**src/rtl/neuron_seq_arb.sv**
```systemverilog
// neuron_seq_arb: round-robin scheduler sharing one two-phase 8-input ReLU neuron among NREQ requesters
//   CK/RST        system clock, synchronous active-high reset
//   req/req_d     per-requester request level and 64-bit operand slice (byte k = Dk)
//   ack           one-cycle grant pulse, operands of that requester latched this cycle
//   nd            operand bus to the neuron; CK1/CK2 registered non-overlapping phase clocks
//   nq            neuron result, captured SETTLE cycles after CK2 falls
//   rsp_*         valid/ready response carrying captured result and requester id
//   busy          high whenever the sequencer is not idle
//   NEURON_SEQ_ARB_CHECK_EN adds chk_err (sticky) and chk_evt (pulse) comparing nq to a local model
module neuron_seq_arb #(
  parameter int NREQ = 4,
  parameter int PH_W = 2,
  parameter int GAP = 1,
  parameter int SETTLE = 2,
  parameter int IDW = $clog2(NREQ)
) (
  input  logic              CK,
  input  logic              RST,
  input  logic [NREQ-1:0]   req,
  input  logic [NREQ*64-1:0] req_d,
  output logic [NREQ-1:0]   ack,
  output logic [63:0]       nd,
  output logic              CK1,
  output logic              CK2,
  input  logic [7:0]        nq,
  output logic              rsp_valid,
  input  logic              rsp_ready,
  output logic [IDW-1:0]    rsp_id,
  output logic [7:0]        rsp_q,
  output logic              busy
`ifdef NEURON_SEQ_ARB_CHECK_EN
  ,
  output logic              chk_err,
  output logic              chk_evt
`endif
);
  typedef enum logic [2:0] {IDLE, SETUP, PH1, GAP1, PH2, SETL, CAP, RESP} state_t;
  state_t state, nxt;
  logic [15:0] cnt;
  logic [IDW-1:0] ptr, id, g;
  logic found;
  // scan from the highest offset down so the lowest offset from ptr wins
  always_comb begin
    found = 1'b0;
    g = '0;
    for (int k = NREQ - 1; k >= 0; k--) begin
      if (req[(int'(ptr) + k) % NREQ]) begin
        found = 1'b1;
        g = IDW'((int'(ptr) + k) % NREQ);
      end
    end
  end
  always_comb begin
    nxt = state;
    case (state)
      IDLE:    nxt = found ? SETUP : IDLE;
      SETUP:   nxt = PH1;
      PH1:     nxt = cnt == 16'(PH_W - 1) ? GAP1 : PH1;
      GAP1:    nxt = cnt == 16'(GAP - 1) ? PH2 : GAP1;
      PH2:     nxt = cnt == 16'(PH_W - 1) ? (SETTLE == 0 ? CAP : SETL) : PH2;
      SETL:    nxt = cnt == 16'(SETTLE - 1) ? CAP : SETL;
      CAP:     nxt = RESP;
      RESP:    nxt = rsp_ready ? IDLE : RESP;
      default: nxt = IDLE;
    endcase
  end
  assign ack = (state == IDLE && found) ? NREQ'(1) << g : '0;
  assign busy = state != IDLE;
  assign rsp_valid = state == RESP;
  // phase clocks are decoded from the next state so they come straight out of flops
  always_ff @(posedge CK) begin
    if (RST) begin
      state <= IDLE;
      cnt <= '0;
      ptr <= '0;
      id <= '0;
      nd <= '0;
      CK1 <= 1'b0;
      CK2 <= 1'b0;
      rsp_id <= '0;
      rsp_q <= '0;
    end else begin
      state <= nxt;
      cnt <= nxt != state ? '0 : cnt + 16'd1;
      CK1 <= nxt == PH1;
      CK2 <= nxt == PH2;
      if (state == IDLE && found) begin
        nd <= req_d[64*g +: 64];
        id <= g;
        ptr <= g == IDW'(NREQ - 1) ? '0 : g + 1'b1;
      end
      if (state == CAP) begin
        rsp_q <= nq;
        rsp_id <= id;
      end
    end
  end
`ifdef NEURON_SEQ_ARB_CHECK_EN
  logic [7:0] exp_q;
  function automatic logic [7:0] relu(input logic [63:0] d);
    logic signed [10:0] s;
    s = '0;
    for (int k = 0; k < 8; k++) s = s + {{3{d[8*k+7]}}, d[8*k +: 8]};
    return s[10] ? 8'd0 : (s > 11'sd127 ? 8'd127 : s[7:0]);
  endfunction
  always_ff @(posedge CK) begin
    if (RST) begin
      exp_q <= '0;
      chk_err <= 1'b0;
      chk_evt <= 1'b0;
    end else begin
      if (state == SETUP) exp_q <= relu(nd);
      chk_evt <= state == CAP && nq != exp_q;
      if (state == CAP && nq != exp_q) chk_err <= 1'b1;
    end
  end
`endif
endmodule

```
**config.mk**
```make
export PLATFORM = sky130hd
export DESIGN_NAME = neuron_seq_arb
export DESIGN_NICKNAME = d
export VERILOG_FILES = /design/src/rtl/neuron_seq_arb.sv
export SDC_FILE = /design/constraint.sdc
export NUM_CORES = 1
export LEC_CHECK = 0
export ABC_AREA = 1
export CAP_MARGIN = 30
export CORE_MARGIN = 3
export CORE_UTILIZATION = 35
export CTS_BUF_LIST = sky130_fd_sc_hd__clkbuf_4 sky130_fd_sc_hd__clkbuf_8 sky130_fd_sc_hd__clkbuf_16
export DETAILED_ROUTE_END_ITERATION = 12
export PLACE_DENSITY = 0.69
export RECOVER_POWER = 50
export SYNTH_ARGS = -nofsm -noshare
export SYNTH_HDL_FRONTEND = slang
export SYNTH_SLANG_ARGS = --single-unit
```
**constraint.sdc**
```tcl
create_clock -name CK -period 3 [get_ports CK]
set_input_delay 0.45 -clock CK [delete_from_list [all_inputs] [get_ports CK]]
set_output_delay 0.45 -clock CK [all_outputs]
set_load 0.01 [all_outputs]
```
# [Yosys cells after proc, flatten, opt, wreduce, memory -nomap -nowiden]
# Index checks and enable logic that the tools add are counted.
# Widths: inputs -> output; s select.
[classes] n_lt_le_gt_ge=4 eq_ne=12 mux=28 shifts=2 n_addsub=5 n_reduce_logical=8 bitwise_logic=3
[op_table] operator="$shiftx 256x9->64" count=1
[op_table] operator="$pmux 3 s8" count=1
[op_table] operator="$add 16x1->16 const B" count=1
[op_table] operator="$eq 16x1->1 const B" count=1
[op_table] operator="$logic_not 16->1" count=1
[op_table] operator="$eq 3x3->1 const B" count=5
[op_table] operator="$mux 1" count=14
[op_table] operator="$lt 3x4->1 const B" count=3
[op_table] operator="$mux 2" count=6
[op_table] operator="$eq 3x2->1 const B" count=3
[op_table] operator="$bmux 1 s2" count=4
[op_table] operator="$reduce_or 2->1" count=4
[op_table] operator="$mux 3" count=2
[op_table] operator="$add 2x1->2 const B" count=2
[op_table] operator="$add 2x2->2 const B" count=2
[op_table] operator="$mux 4" count=1
[op_table] operator="$shl 1x2->4 const A" count=1
[op_table] operator="$and 1x1->1 const A" count=3
[op_table] operator="$eq 3x1->1 const B" count=1
[op_table] operator="$logic_not 3->1" count=1
[op_table] operator="$lt 2x3->1 const B" count=1
[op_table] operator="$ne 3x3->1" count=1
[op_table] operator="$reduce_bool 3->1" count=1
[op_table] operator="$eq 2x2->1 const B" count=1
[op_table] operator="$logic_and 1x1->1" count=1
[word_totals] input_bits=271 regBits=99 wordCells=71

# [Longest topological paths before layout]
# Gate-level depths: netlist of the first run.
[depth] word_depth=14 mapped_depth=16

# [Worst setup path before layout of the first run]
# No wires, ideal clock.
[synth_path] kind="register -> output" startpoint="reg ptr[0]" endpoint="out ack[3]" arrival_time_ns=1.858 path_stages_with_launch=14 required_time_ns=2.550 path_buffers=4 path_slack_ns=0.692 path_cell_list="dfxtp_1 buf_6 nand2_1 nand2_2 nand2_1 nand3_1 nand4_1 buf_4 nand2_4 buf_6 buf_2 ha_1 inv_1 nor2_1"
[synth_via] elab_chain_len=10 word_cells_on_any_way=25 cone_classes="add/sub (3); shift (1); mux (20); reduce/logical (1)"
[synth_lines] element="from (decl)" line_no="40" source="logic [IDW-1:0] ptr, id, g;"
[synth_lines] element="from (signal assigned)" line_no="90" source="ptr <= g == IDW'(NREQ - 1) ? '0 : g + 1'b1;"
[synth_lines] element="$add 2x2->2" line_no="47, 49"
[synth_lines] element="$bmux 1 s2" line_no="47" source="if (req[(int'(ptr) + k) % NREQ]) begin"
[synth_lines] element="$mux 1 (implied by the code) (2 in series)" line_no="47"
[synth_lines] element="$mux 2 (3 in series)" line_no="47"
[synth_lines] element="$mux 2 *" line_no="47"
[synth_lines] element="via g[0]" line_no="40"
[synth_lines] element="$shl 1x2->4 *" line_no="67" source="assign ack = (state == IDLE && found) ? NREQ'(1) << g : '0;"
[synth_lines] element="$mux 4 *" line_no="67"
[synth_lines] element="to (decl)" line_no="21" source="output logic [NREQ-1:0] ack,"
# The timed path passes the listed nets; every way through them passes the cells marked *. The select of a mux whose other input is x is not followed.

# [Worst setup path after layout of the first run]
[layout_path] startpoint="in req[3]" endpoint="out ack[0]"
[layout_via] elab_chain_len=9 word_cells_on_any_way=22 cone_classes="shift (1); mux (20); reduce/logical (1)"
[layout_lines] element="from (decl)" line_no="19" source="input logic [NREQ-1:0] req,"
[layout_lines] element="$bmux 1 s2" line_no="47"
[layout_lines] element="$mux 1 (implied by the code) (2 in series)" line_no="47"
[layout_lines] element="$mux 2 or $mux 1 (tied branches) (4 in series)" line_no="47"
[layout_lines] element="$shl 1x2->4 or $logic_and 1x1->1 (tied branches)" line_no="67"
[layout_lines] element="$mux 4 *" line_no="67"
# Every way passes the cells marked *; elsewhere a longest branch is shown, timed or not. The select of a mux whose other input is x is not followed.

==> results.txt, run 1 <==
The first-pass GRT wire length is 44.3 mm. TritonCTS built the clock tree. The average size of a mapped cell came out at 5.67 µm².

The count of H-tree levels built during CTS is 3. The number of fill cells is 1984. For this run, the leading register cell type out of synthesis is dfxtp_1. Setup repair after global routing left no endpoint under its margin.

Yosys instantiated no cell more often than nand3_1. Derived from the worst setup path, the maximum achievable clock frequency is 358 MHz. The TritonCTS buffer count is 9.

The total track usage is 0.250. The final design instance area without fill is 11300 µm². The peak supply drop came out at 912 µV. The distinct cell type count of the synthesized netlist is 32.

The die covers 22400 µm². The largest net degree at the start of global routing is 63. The number of nets still failing antenna checks after routing is 0. The utilization after layout came out at 0.568. The kind of start point of the critical path is an input pin.

The reg2reg setup slack came out at 0.45 ns. Pin placement for this block handled 353 I/O pins. The via count of the first global-routing pass came to 8318.

Dividing total power by cell area gives a power density of 877 nW/µm². The worst hold slack after final layout is 0.489 ns. The final RePlAce weighted congestion is 0.934. The initial antenna violation count is 2. The total placed instance area came out at 11000 µm². Across the routed clock network, the largest skew measured is 0.00803 ns. The number of vias per cell is 4.72. Counting every instance in the synthesized netlist gives 1277.

By startpoint and endpoint, the worst setup path is classified as in2out. Clock tree synthesis found a total of 99 sinks. The worst relative slew slack came out at 0.525.

Yosys printed 0 warnings. The final setup violation count is 0. Summed over all cells, the static leakage comes to 6.09 nW. For the pin with the worst max-slew slack, the measured transition is 0.713 ns. The share of the Yosys chip area taken by registers is 0.274. The register bit count reported by yosys is 99. In this run the clock root is driven by a clkbuf_16. The total global routing overflow came out at 0. Clock latency on the worst-skew pair, taken at its later pin, is 0.35 ns.

The final instance count without filler cells came out at 1872. The overall routed net length is 28.8 mm. In this run the deepest clock path goes through 2 buffers. At the worst endpoint, the required time is 2.55 ns. The fraction of final layout cells with drive strength greater than 1 came out at 0.0449. The worst slack at placement came out at -0.0996 ns. The combined area of all synthesized cells is 7240 µm². The share of synthesized area in the top cell type comes to 0.274.

The synthesized design contains 0 enable-type register cells. The routed design could run at a clock period as short as 2.80 ns. The area inside the core boundary is 19900 µm². In the synthesized netlist, the cells that appear most often are nand3_1 (350), inv_1 (305), nand2_1 (245). The HPWL after detailed placement is 21.3 mm. The iteration-0 DRC count of the detailed router came out at 492. The synthesized design spends more area on one cell type than any other, namely dfxtp_1. The run finished with clean final reports. Detailed routing inserted a total of 8837 vias. The cell row count is 51.

Buffers placed on the I/O ports in this run total 352. The die outline width came out at 150 µm. The post-synth net total came out at 1555.

The worst setup path is captured at an output pin. The worst-case setup margin in the final layout came out at 0.205 ns. Sorting the synthesized cells by area gives the leading types as dfxtp_1 (27%), nand3_1 (24%), inv_1 (16%). The worst hold-check path type is reg2reg. The number of design rule violations left after detail routing came out at 0. The top fanout value on the critical path came out at 6. The final number of hold-violating endpoints is 0. The number of maximum-capacitance violations came out at 0.

Relative to the synthesized area, the layout overhead comes to 56.1%. The total placed cells including tap cells is 1853. The total count of max-transition violations in the final report was 0. The final layout contains 1878 nets. The ratio of final minimum period to clock period is 0.932. The clock edge transition at the registers on the reported setup and hold paths is 0.08 ns. The height of the chip came out at 150 µm. After synthesis, the share of flip-flops with an asynchronous set or reset is 0. The critical path arrival is 2.35 ns.

The routed length per placed instance came out at 15.4 µm. The number of iterations in the first detailed-routing pass came out at 5. The starting density of the core is 0.364.
logic make-up after synthesis:
logic type               Yosys count  share of synthesized area
buffers and inverters            387                      0.219
adder cells (fa/ha/maj)            7                     0.0121
AO/OA/AOI/OAI                     38                     0.0290
flip-flops                        99                      0.274
AND/OR/NAND/NOR                  733                      0.450
XOR/XNOR                          13                     0.0157
worst max-delay path, stage by stage:
cell	delay (ns)
clkdlybuf4s50_1	0.48
inv_1	0.07
o21ai_2	0.17
inv_1	0.10
nand3_1	0.12
nand4_1	0.17
nand2_4	0.15
inv_2	0.07
ha_1	0.19
inv_1	0.05
nor2_1	0.04
dlygate4sd2_1	0.28
state kept, by name, summed over array words and instances, names as in the netlist:
register  cells
id            2
rsp_id        2
cnt          16
rsp_q         8
state         3
CK1           1
nd           64
ptr           2
CK2           1
what timing repair did:
item,4_1_cts,5_1_grt
buffers inserted,1,0
gates cloned,0,0
pin swaps,1,0
hold buffers,0,0
resized for setup,6,1
endpoints found under the setup margin,4,1
worst paths after layout:
path / from / end / cells after the start
setup / recovery: req[3] / ack[0] / 12
hold / removal: cnt[0]$_SDFF_PP0_ / cnt[0]$_SDFF_PP0_ / 1
hold reg to reg: cnt[0]$_SDFF_PP0_ / cnt[0]$_SDFF_PP0_ / 1
setup reg to reg: ptr[0]$_SDFFE_PP0P_ / nd[0]$_SDFFE_PP0P_ / 15
where the power goes:
group          switching, W  internal, W
Sequential         0.000185      0.00169
Combinational       0.00425      0.00262
Clock              0.000591     0.000586
layout by cell type, fill, tap and decap left out, types with 6 or more instances in the layout:
master	n
clkdlybuf4s50_1	272
nor2_1	115
nand2_2	6
nand3_1	349
xor2_1	11
dfxtp_1	99
nand4_1	6
o21ai_0	15
inv_1	305
nand2_1	243
a21oi_1	16
ha_1	7
dlygate4sd3_1	76
clkbuf_16	9
buf_4	30
layer usage:
| layer | vias up | wire length, µm | track usage |
|---|---|---|---|
| met5 | - | 0 | 0 |
| met4 | 0 | 690 | 0.0791 |
| li1 | 4526 | - | - |
| met3 | 38 | 2220 | 0.0509 |
| met1 | 3930 | 11700 | 0.304 |
| met2 | 343 | 14200 | 0.442 |
cell type report:
type                    count  area (µm²)  share of cell area
clock inverters             7        66.3             0.00587
well taps                 265         332              0.0293
diodes                      2        5.00            0.000443
clock buffers               9         225              0.0199
repair buffers            388        3840               0.340
multi-input cells         791        3690               0.326
inverters                 311        1170               0.103
flip-flops and latches     99        1980               0.175
metrics by stage:
step | total power (W) | TNS [ns]
floorplan | 0.00640 | 0
global placement | 0.00882 | -0.0488
detailed placement | 0.00888 | -0.349
CTS | 0.0101 | 0
global route | 0.0108 | 0
finish | 0.00992 | 0
Power figures use the tool's default switching activity.
==> run 2: changes to the inputs <==
Settings changed: CORE_MARGIN 3 to unset.
==> run 2 against run 1 <==
  * Via count shrank 0.58%
  * Critical path depth grew 4
  * Non-clock buffer count shrank 4
  * Worst hold slack gained 0.0086 ns
  * Combinational power is essentially flat
  * Global-route usage grew 0.24 points
  * Worst setup slack gained 0.010 ns
  * First-iteration DRC count shrank 15%
  * Critical path type is now in2reg
  * Largest power group unchanged
==> results.txt, run 2 (synthesis gave the netlist of run 1 again) <==
The half-perimeter wire length after placement came out at 19.6 mm (-7.8%). The total track usage was 0.252 (+0.00235). The peak supply drop came out at 759 µV (-17%). The ratio of final minimum period to clock period is 0.928 (-0.00333). The die outline width came out at 146 µm (-2.7%). The largest net degree at the start of global routing came to 109 (+73%).

The hold-fix buffer count after cts came out at 0 (unchanged). The iteration-0 DRC count of the detailed router came out at 416 (-15%). The power share of the combinational group is 0.692 (about the same). The cell depth of the worst hold path is 2 (+1). The share of power burned in the clock network is 0.118 (about the same).

The power consumption was 0.00991 W (about the same). The area inside the core boundary came out at 20200 µm² (+1.6%). The total placed cells including tap cells is 1853 (unchanged). The final RePlAce weighted congestion came out at 0.901 (-3.5%).

The required time of the worst setup path came out at 3.26 ns (+0.71 ns). The number of iterations in the first detailed-routing pass is 5 (unchanged). The critical path arrival is 3.04 ns (+0.69 ns). The worst-case setup margin in the final layout came out at 0.215 ns (+0.0100 ns). The final number of hold-violating endpoints is 0 (unchanged). Leaving out fill and tap cells, the most frequent cell in the layout is nand3_1.

The number of design rule violations left after detail routing came to 0 (unchanged). The final instance count without filler cells came out at 1872 (unchanged). The clock root buffer is clkbuf_16. The number of maximum-capacitance violations came to 0 (unchanged). The time the final worst path needs with I/O delays and setup came out at 2.79 ns (-0.0100 ns).

Counting flops per register, the top entry is nd. The maximum frequency from static timing analysis came to 359 MHz (+0.36%). The via count of the first global-routing pass is 8202 (-1.4%). The flip-flop count of the largest register, all copies and words added came out at 64 (unchanged).

The internal power summed over all cells is 0.00495 W (+1.2%). The initial antenna violation count came out at 1 (-1). The maximum clock skew at final layout came to 0.00686 ns (-0.00118 ns). The worst slack at placement was -0.0653 ns (+0.0343 ns).

The setup TNS is 0 ns (unchanged). The clock tree from TritonCTS is yes. The total clock sinks came to 99 (unchanged).

The total global routing overflow was 0 (unchanged). The number of buffers on the longest clock path came out at 2 (unchanged). The TritonCTS buffer count was 9 (unchanged). The final setup violation count came out at 0 (unchanged).

The power per cell area came out at 874 nW/µm² (-0.38%). The fraction of final layout cells with drive strength greater than 1 came to 0.0425 (-0.00239). In this run the worst setup path begins at req[2]. STA classifies the critical path startpoint as an input pin. The sequential share of power was 0.190 (about the same).

The routed length per placed instance came out at 14.4 µm (-6.8%). The number of cells on the worst reg-to-reg path is 15 (unchanged). The overall routed net length came out at 26.9 mm (-6.8%). The net switching fraction of the power is 0.500 (-0.00619).

The worst register-to-register path begins at ptr[0]$_SDFFE_PP0P_. The run finished with clean final reports. The reg2reg setup slack is 0.27 ns (-0.18 ns). The net total in the final layout is 1874 (-0.21%).

The number of nets still failing antenna checks after routing came out at 0 (unchanged). The number of buffers inserted by port buffering came out at 352 (unchanged). The worst relative slew slack came out at 0.502 (-0.0225). The number of vias per cell is 4.69 (-0.58%).

The clock insertion delay at the later pin of the skew report is 0.35 ns (about the same). The total via count in the routed design is 8786 (-0.58%). The first-pass GRT wire length is 42.6 mm (-4.0%).

The height of the chip came out at 146 µm (-2.7%). The destination of the worst register-to-register timing path is nd[1]$_SDFFE_PP0P_. The path class of the tightest hold or removal check is reg2reg. The full die area came out at 21300 µm² (-5.3%). The library cells used most frequently in the layout, excluding fill and tap cells, are nand3_1 (349), inv_1 (305), clkdlybuf4s50_1 (272). The count of H-tree levels built during CTS is 3 (unchanged).

STA classifies the critical path endpoint as a flop. The total leakage power was 6.14 nW (+0.82%). The total count of max-transition violations in the final report came out at 0 (unchanged). Following the worst setup path forward leads to its endpoint at nd[1]$_SDFFE_PP0P_.

The number of top-level pins is 353 (unchanged). The critical path is of the in2reg type. The starting density of the core is 0.358 (-0.00585). The reported net switching power came out at 0.00496 W (-1.3%). The top fanout value on the critical path is 69 (+63). The largest registers in the layout are nd x64, cnt x16, rsp_q x8. The slew at the pin closest to its max-slew limit came to 0.747 ns (+0.0338 ns). The utilization after layout was 0.560 (-0.00746). Setup repair after global routing left no endpoint under its margin. The cell row count is 52 (+2.0%). The area growth from synthesis to layout is 56.6%. The clock edge transition at the registers on the reported setup and hold paths came to 0.08 ns (about the same).
-- run 2: power by group through the flow --
stage | logic, W | registers, W | clock network [W]
2_1_floorplan | 0.00437 | 0.00203 | 0
3_3_place_gp | 0.00693 | 0.00191 | 0
3_5_place_dp | 0.00699 | 0.00192 | 0
4_1_cts | 0.00704 | 0.00190 | 0.00121
5_1_grt | 0.00764 | 0.00193 | 0.00126
6_report | 0.00686 | 0.00188 | 0.00117
-- run 2: repair_timing --
action / 4_1_cts / 5_1_grt
resized for setup: 2 / 4
buffers inserted: 1 / 1
endpoints found under the setup margin: 4 / 4
pin swaps: 1 / 1
hold endpoints to repair: 0 / 0
cloned: 0 / 0
-- run 2: final cells by class --
| cell class | instances | area (µm²) |
|---|---|---|
| diodes | 1 | 2.50 |
| clock buffers | 9 | 225 |
| clock inverters | 7 | 66.3 |
| fillers | 2031 | 8890 |
| inverters | 311 | 1170 |
| multi-input cells | 791 | 3690 |
| flip-flops and latches | 99 | 1980 |
| well taps | 270 | 338 |
| repair buffers | 384 | 3870 |
-- run 2: worst max-delay path, cell delays in order --
cell,delay (ns)
clkdlybuf4s50_1,0.50
inv_1,0.06
o21ai_1,0.15
nand2_1,0.09
nand2_1,0.08
inv_2,0.06
nand4_1,0.15
buf_4,0.13
buf_4,0.09
buf_4,0.10
buf_4,0.54
nand3_1,0.22
nand3_1,0.16
nand3_1,0.08
nand2_1,0.06
inv_1,0.04
-- run 2: per-layer routing --
layer | vias to the layer above | global-route usage | wire length [µm]
met5 | - | 0 | 0
met1 | 3897 | 0.300 | 11300
met2 | 322 | 0.435 | 12800
met3 | 46 | 0.0542 | 1910
li1 | 4521 | - | -
met4 | 0 | 0.112 | 882
-- run 2: per-stage QoR --
stage	area [µm²]	hold slack, ns
4_1_cts	11300	0.497
6_report	11300	0.498
5_1_grt	11300	0.532
3_5_place_dp	11000	0.472
2_1_floorplan	7240	0.445
3_3_place_gp	11000	0.459
-- run 2: worst min path at each step --
stage / from / to
2_1_floorplan: cnt[0]$_SDFF_PP0_ / cnt[0]$_SDFF_PP0_
3_3_place_gp: cnt[0]$_SDFF_PP0_ / cnt[0]$_SDFF_PP0_
3_5_place_dp: id[0]$_SDFFE_PP0P_ / rsp_id[0]$_SDFFE_PP0P_
4_1_cts: id[1]$_SDFFE_PP0P_ / id[1]$_SDFFE_PP0P_
5_1_grt: id[1]$_SDFFE_PP0P_ / rsp_id[1]$_SDFFE_PP0P_
6_report: id[1]$_SDFFE_PP0P_ / rsp_id[1]$_SDFFE_PP0P_
